<file path="src/rtl/reg_write_arbiter_if.sv">
// Signal bundle between the register-file write arbiter and the pipeline,
// the multicycle unit and the decode stage.
interface reg_write_arbiter_if;
  logic        WB_VALID;
  logic [4:0]  WB_ADDR;
  logic [31:0] WB_DATA;
  logic        MC_VALID;
  logic [4:0]  MC_ADDR;
  logic [31:0] MC_DATA;
  logic        MC_READY;
  logic        MC_ISSUE;
  logic [4:0]  MC_ISSUE_ADDR;
  logic [4:0]  ADDR1;
  logic [4:0]  ADDR2;
  logic        RS1_BUSY;
  logic        RS2_BUSY;
  logic        WR_EN;
  logic [4:0]  WR_ADDR;
  logic [31:0] WR_DATA;
  logic        STALL_REQ;

  modport master (
    output WB_VALID, WB_ADDR, WB_DATA, MC_VALID, MC_ADDR, MC_DATA,
           MC_ISSUE, MC_ISSUE_ADDR, ADDR1, ADDR2,
    input  MC_READY, RS1_BUSY, RS2_BUSY, WR_EN, WR_ADDR, WR_DATA, STALL_REQ
  );

  modport slave (
    input  WB_VALID, WB_ADDR, WB_DATA, MC_VALID, MC_ADDR, MC_DATA,
           MC_ISSUE, MC_ISSUE_ADDR, ADDR1, ADDR2,
    output MC_READY, RS1_BUSY, RS2_BUSY, WR_EN, WR_ADDR, WR_DATA, STALL_REQ
  );
endinterface

</file>
<file path="src/rtl/reg_write_arbiter.sv">
// Shares one register-file write port between the pipeline writeback and a
// buffered multicycle unit; tracks pending multicycle destinations.
module reg_write_arbiter #(
  parameter int FIFO_DEPTH   = 2,
  parameter int STARVE_LIMIT = 4
) (
  input logic              CLK,
  input logic              RST_N,
  reg_write_arbiter_if.slave bus
);
  localparam int PTR_W = $clog2(FIFO_DEPTH);
  localparam int CNT_W = PTR_W + 1;
  localparam int STV_W = $clog2(STARVE_LIMIT + 1);
  localparam logic [CNT_W-1:0] DEPTH_C = CNT_W'(FIFO_DEPTH);
  localparam logic [STV_W-1:0] LIMIT_C = STV_W'(STARVE_LIMIT);

  logic [4:0]       fifo_addr [FIFO_DEPTH];
  logic [31:0]      fifo_data [FIFO_DEPTH];
  logic [PTR_W-1:0] rd_ptr;
  logic [PTR_W-1:0] wr_ptr;
  logic [CNT_W-1:0] occ;
  logic [31:0]      busy;
  logic [31:0]      busy_nxt;
  logic [STV_W-1:0] starve_cnt;

  logic        empty;
  logic        full;
  logic        wb_req;
  logic        push;
  logic        pop;
  logic [4:0]  head_addr;
  logic [31:0] head_data;
  logic        wr_en;
  logic [4:0]  wr_addr;
  logic [31:0] wr_data;

  assign empty     = (occ == '0);
  assign full      = (occ == DEPTH_C);
  assign head_addr = fifo_addr[rd_ptr];
  assign head_data = fifo_data[rd_ptr];
  assign wb_req    = bus.WB_VALID && (bus.WB_ADDR != 5'd0);

  // The head only drains in cycles the pipeline leaves the port free.
  assign pop  = RST_N && !wb_req && !empty;
  assign push = bus.MC_VALID && bus.MC_READY && (bus.MC_ADDR != 5'd0);

  always_comb begin
    wr_en   = 1'b0;
    wr_addr = 5'd0;
    wr_data = 32'd0;
    if (RST_N && wb_req) begin
      wr_en   = 1'b1;
      wr_addr = bus.WB_ADDR;
      wr_data = bus.WB_DATA;
    end else if (pop) begin
      wr_en   = 1'b1;
      wr_addr = head_addr;
      wr_data = head_data;
    end
  end

  assign bus.WR_EN     = wr_en;
  assign bus.WR_ADDR   = wr_addr;
  assign bus.WR_DATA   = wr_data;
  assign bus.MC_READY  = RST_N && !full;
  assign bus.STALL_REQ = RST_N && ((starve_cnt >= LIMIT_C) || full);
  assign bus.RS1_BUSY  = RST_N && (bus.ADDR1 != 5'd0) && busy[bus.ADDR1];
  assign bus.RS2_BUSY  = RST_N && (bus.ADDR2 != 5'd0) && busy[bus.ADDR2];

  // Issue is applied after the pop clear so a same-address set survives.
  always_comb begin
    busy_nxt = busy;
    if (pop) begin
      busy_nxt[head_addr] = 1'b0;
    end
    if (bus.MC_ISSUE && (bus.MC_ISSUE_ADDR != 5'd0)) begin
      busy_nxt[bus.MC_ISSUE_ADDR] = 1'b1;
    end
    busy_nxt[0] = 1'b0;
  end

  always_ff @(posedge CLK) begin
    if (push) begin
      fifo_addr[wr_ptr] <= bus.MC_ADDR;
      fifo_data[wr_ptr] <= bus.MC_DATA;
    end
  end

  always_ff @(posedge CLK) begin
    if (!RST_N) begin
      rd_ptr     <= '0;
      wr_ptr     <= '0;
      occ        <= '0;
      busy       <= '0;
      starve_cnt <= '0;
    end else begin
      if (push) begin
        wr_ptr <= wr_ptr + PTR_W'(1);
      end
      if (pop) begin
        rd_ptr <= rd_ptr + PTR_W'(1);
      end
      case ({push, pop})
        2'b10:   occ <= occ + CNT_W'(1);
        2'b01:   occ <= occ - CNT_W'(1);
        default: occ <= occ;
      endcase
      busy <= busy_nxt;
      // Saturates at the limit so a misbehaving pipeline keeps the stall up.
      if (empty || pop) begin
        starve_cnt <= '0;
      end else if (starve_cnt != LIMIT_C) begin
        starve_cnt <= starve_cnt + STV_W'(1);
      end
    end
  end
endmodule
</file>
<file path="src/flat_wrapper.sv">
// flat-port wrapper written by rule: the top's interface ports become plain ports
module reg_write_arbiter_flat 
#(
  parameter int FIFO_DEPTH   = 2,
  parameter int STARVE_LIMIT = 4
)
  (CLK, RST_N, bus_WB_VALID, bus_WB_ADDR, bus_WB_DATA, bus_MC_VALID, bus_MC_ADDR, bus_MC_DATA, bus_MC_ISSUE, bus_MC_ISSUE_ADDR, bus_ADDR1, bus_ADDR2, bus_MC_READY, bus_RS1_BUSY, bus_RS2_BUSY, bus_WR_EN, bus_WR_ADDR, bus_WR_DATA, bus_STALL_REQ);
  reg_write_arbiter_if bus_i ();
  input logic CLK;
  input logic RST_N;
  input wire logic [$bits(bus_i.WB_VALID)-1:0] bus_WB_VALID;
  input wire logic [$bits(bus_i.WB_ADDR)-1:0] bus_WB_ADDR;
  input wire logic [$bits(bus_i.WB_DATA)-1:0] bus_WB_DATA;
  input wire logic [$bits(bus_i.MC_VALID)-1:0] bus_MC_VALID;
  input wire logic [$bits(bus_i.MC_ADDR)-1:0] bus_MC_ADDR;
  input wire logic [$bits(bus_i.MC_DATA)-1:0] bus_MC_DATA;
  input wire logic [$bits(bus_i.MC_ISSUE)-1:0] bus_MC_ISSUE;
  input wire logic [$bits(bus_i.MC_ISSUE_ADDR)-1:0] bus_MC_ISSUE_ADDR;
  input wire logic [$bits(bus_i.ADDR1)-1:0] bus_ADDR1;
  input wire logic [$bits(bus_i.ADDR2)-1:0] bus_ADDR2;
  output wire logic [$bits(bus_i.MC_READY)-1:0] bus_MC_READY;
  output wire logic [$bits(bus_i.RS1_BUSY)-1:0] bus_RS1_BUSY;
  output wire logic [$bits(bus_i.RS2_BUSY)-1:0] bus_RS2_BUSY;
  output wire logic [$bits(bus_i.WR_EN)-1:0] bus_WR_EN;
  output wire logic [$bits(bus_i.WR_ADDR)-1:0] bus_WR_ADDR;
  output wire logic [$bits(bus_i.WR_DATA)-1:0] bus_WR_DATA;
  output wire logic [$bits(bus_i.STALL_REQ)-1:0] bus_STALL_REQ;
  assign bus_i.WB_VALID = bus_WB_VALID;
  assign bus_i.WB_ADDR = bus_WB_ADDR;
  assign bus_i.WB_DATA = bus_WB_DATA;
  assign bus_i.MC_VALID = bus_MC_VALID;
  assign bus_i.MC_ADDR = bus_MC_ADDR;
  assign bus_i.MC_DATA = bus_MC_DATA;
  assign bus_i.MC_ISSUE = bus_MC_ISSUE;
  assign bus_i.MC_ISSUE_ADDR = bus_MC_ISSUE_ADDR;
  assign bus_i.ADDR1 = bus_ADDR1;
  assign bus_i.ADDR2 = bus_ADDR2;
  assign bus_MC_READY = bus_i.MC_READY;
  assign bus_RS1_BUSY = bus_i.RS1_BUSY;
  assign bus_RS2_BUSY = bus_i.RS2_BUSY;
  assign bus_WR_EN = bus_i.WR_EN;
  assign bus_WR_ADDR = bus_i.WR_ADDR;
  assign bus_WR_DATA = bus_i.WR_DATA;
  assign bus_STALL_REQ = bus_i.STALL_REQ;
  reg_write_arbiter #(.FIFO_DEPTH(FIFO_DEPTH), .STARVE_LIMIT(STARVE_LIMIT)) u_core (.CLK(CLK), .RST_N(RST_N), .bus(bus_i));
endmodule
</file>
<file path="config.mk">
export PLATFORM = sky130hd
export DESIGN_NAME = reg_write_arbiter_flat
export DESIGN_NICKNAME = d
export VERILOG_FILES = /design/src/rtl/reg_write_arbiter_if.sv /design/src/rtl/reg_write_arbiter.sv /design/src/flat_wrapper.sv
export SDC_FILE = /design/constraint.sdc
export NUM_CORES = 1
export LEC_CHECK = 0
export CORE_ASPECT_RATIO = 0.7
export CORE_MARGIN = 3
export CORE_UTILIZATION = 43
export DETAILED_ROUTE_END_ITERATION = 16
export PLACE_DENSITY = 0.71
export SLEW_MARGIN = 5
export SYNTH_ARGS = -nofsm -noshare
export SYNTH_HDL_FRONTEND = slang
export SYNTH_SLANG_ARGS = --single-unit
</file>
<file path="constraint.sdc">
create_clock -name CLK -period 3.76 [get_ports CLK]
set_clock_uncertainty 0.2 [all_clocks]
set_input_delay 0.564 -clock CLK [delete_from_list [all_inputs] [get_ports CLK]]
set_output_delay 0.564 -clock CLK [all_outputs]
set_load 0.01 [all_outputs]
</file>
==> run metrics <==
setup slack after layout=140 ps; Critical Path Start=bus_ADDR1[0]; FF-to-FF End=u_core.busy[27]; later-pin clock latency in the skew report=400 ps; Sum Neg Setup Slack=0 ps; Syn Inst Count=449; Initial DRC Count=310; Syn Std Cell Area=5510 um2; top cell type by total area after synthesis=edfxtp_1; top cells by area, synth=edfxtp_1, dfxtp_1, mux2i_1, o2bb2ai_1, mux4_2; CTS Sinks=113; Worst Setup Start Kind=primary input; Ys Warns=0; PwrDens=459 nW/um2; largest net degree at the start of global routing=38; drt wl/cell=19.5 um; DRC viols=0; prevailing post-synth register cell=edfxtp_1; Final nets=691; Tmin final=3620 ps; Reg2Reg Depth=5; final hold vios=0; diodes inserted=0; worst min path class=flop to flop; Worst Tran Pin Value=964 ps; FILL cells=906; via count=4453; Die W=141 um; root buf cell=clkbuf_16; # Post-CTS Setup Buffers=0; final-report max-slew violation count=0; Rel. slew slack=35.6%; DIE AREA=14200 um2; Ports=136; first-pass GRT wire length=23600 um; cell row count=33; Starting Density=45.5%; synthesis-to-finish area growth=41.0%; Pre-antenna DRT Iters=5; Crit. End Element=output pin; synthesized area per cell=12.3 um2; Final setup viols=0; Worst EP arrival=2860 ps; initial antenna violation count=0; status=completed; Leak=2.49 nW; Yosys reg bits=113; number of synthesized flops with an enable pin=74; Synth cell types=47; GR Overflow Total=0; kind of critical path=primary input to output pin; VDD IR max=0.000385 V; RSZ-0062 raised after global routing=no; detail-routed via count per cell=5.83; reg-to-reg slack, setup=1500 ps; post-route ant nets=0; Tot GR Track Use=21.5%; DRT Wirelength=14900 um; maxcap violations=0; Seq/Total Area, Yosys=54.5%; final cycle utilization of the critical path=96.3%; routability cong.=0.879; htree depth=4; Critical Path Fanout Max=9; layout cells sized above 1=13.5%; Num CTS Buffers=17; Multi-input gate area=2370 um2; core area=12100 um2; CP required=3000 ps; Worst Setup EP=bus_RS1_BUSY; IO Port Bufs=135; number of global-route vias before repair=4505; Reg area=3000 um2; Async S/R FF share, synth=0%; clock transition at the registers of the reported paths=60 ps; Place WS=78.9 ps; hold_buf cts=0; maximum clock frequency=276 MHz; synthesized net count=546; post-CTS sizing=0; Synth top area share=40.3%; hpwl dp=10700 um; CTS tree=done; height of the chip=101 um; Bufs on Longest Clock Path=2
==> routing by layer <==
metal	vias up	part of all wire (%)	wire, um	global-route usage (%)
met1	2152	43	6420	28.6
met4	0	2.4	357	8.86
met2	200	47	7050	33.6
met5	-	0	0	0
met3	32	7.3	1090	5.64
li1	2069	-	-	-
==> placed cells by master, fill, tap and decap left out, types with 4 or more instances in the layout <==
cell and n:
nor3_1 5, mux2_2 7, bufinv_16 4, clkinv_4 6
a211oi_1 4, nor2b_1 8, inv_1 9, mux2i_1 42
nor3b_1 4, edfxtp_1 74, buf_4 12, buf_12 4
dfxtp_1 38, clkdlybuf4s50_1 135, o21ai_0 4, o21a_1 4
nand2b_1 5, a21oi_1 38, o2bb2ai_1 34, nand2_1 37
nor2_1 25, a311oi_1 27, clkbuf_16 17, mux4_2 13
==> cells in the mapped netlist (2+ instances only) <==
| master | n |
|---|---|
| o2bb2ai_1 | 34 |
| nand2b_1 | 5 |
| a311oi_1 | 27 |
| nor4_4 | 3 |
| edfxtp_1 | 74 |
| nor3b_1 | 4 |
| mux2i_1 | 42 |
| xnor2_1 | 2 |
| o21ai_0 | 4 |
| a22o_1 | 3 |
| or3_1 | 3 |
| a32oi_1 | 2 |
| a211oi_1 | 4 |
| dfxtp_1 | 39 |
| nand2_1 | 38 |
| inv_1 | 9 |
| ha_1 | 3 |
| and3_1 | 2 |
| nand3_1 | 3 |
| mux4_2 | 13 |
| nor2b_1 | 8 |
| mux2_2 | 7 |
| nor2_1 | 26 |
| o21ba_2 | 3 |
| a221o_1 | 2 |
| nor3_1 | 5 |
| buf_2 | 7 |
| a21oi_1 | 38 |
| clkbuf_1 | 18 |
| o21a_1 | 4 |
==> worst min-delay path by stage <==
| stage | from | endpoint | depth (start not counted) |
|---|---|---|---|
| floorplan | u_core.starve_cnt[1] | u_core.starve_cnt[1] | 2 |
| global placement | u_core.rd_ptr | flop | 2 |
| detailed placement | u_core.rd_ptr | flop | 2 |
| CTS | u_core.rd_ptr | flop | 2 |
| global route | u_core.occ[1] | u_core.occ[1] | 2 |
| finish | u_core.rd_ptr | flop | 2 |
==> cells by family after synthesis <==
kind of cell	count (synthesis)	share of synthesized area (%)
XOR/XNOR	3	0.477
AO/OA/AOI/OAI	128	17.5
adder cells (fa/ha/maj)	3	0.682
flip-flops	113	54.5
buffers and inverters	35	2.54
multiplexers	62	14.4
AND/OR/NAND/NOR	105	9.90
==> registers in the layout (all words and copies together) (netlist names), named ones only <==
signal             flops
u_core.fifo_data      64
u_core.busy           31
u_core.rd_ptr          1
u_core.starve_cnt      3
u_core.occ             2
u_core.fifo_addr      10
u_core.wr_ptr          1
==> critical path: stages <==
cell and delay, ps:
clkdlybuf4s50_1 510, buf_12 150, mux4_2 500, mux4_2 470, nor2b_1 120, nor4_1 50
clkdlybuf4s50_1 490
==> report_power, final <==
part           leakage (nW)  internal, mW  switching [mW]
logic                  1.19         0.246           0.222
clock network         0.302          1.12           0.589
registers             0.994          1.37          0.0225
==> layout make-up <==
cell class	count	area share [%]
Clock buffer	17	5.48
Clock inverter	15	2.69
Inverter	10	0.483
Multi-Input combinational cell	301	30.5
Sequential cell	113	38.7
Tap cell	157	2.53
Timing Repair Buffer	151	19.6
==> metrics by stage <==
| stage | instance area, um2 | hold slack [ps] | total power [mW] | cells | util [%] |
|---|---|---|---|---|---|
| CTS | 7760 | 303 | 3.59 | 764 | 64.2 |
| finish | 7760 | 305 | 3.56 | 764 | 64.2 |
| detailed placement | 7130 | 300 | 1.88 | 732 | 58.9 |
| global route | 7760 | 335 | 3.68 | 764 | 64.2 |
| global placement | 7130 | 281 | 1.87 | 732 | 58.9 |
| floorplan | 5510 | 273 | 1.63 | 449 | - |
Note: power is estimated with default switching activity, not from simulation.
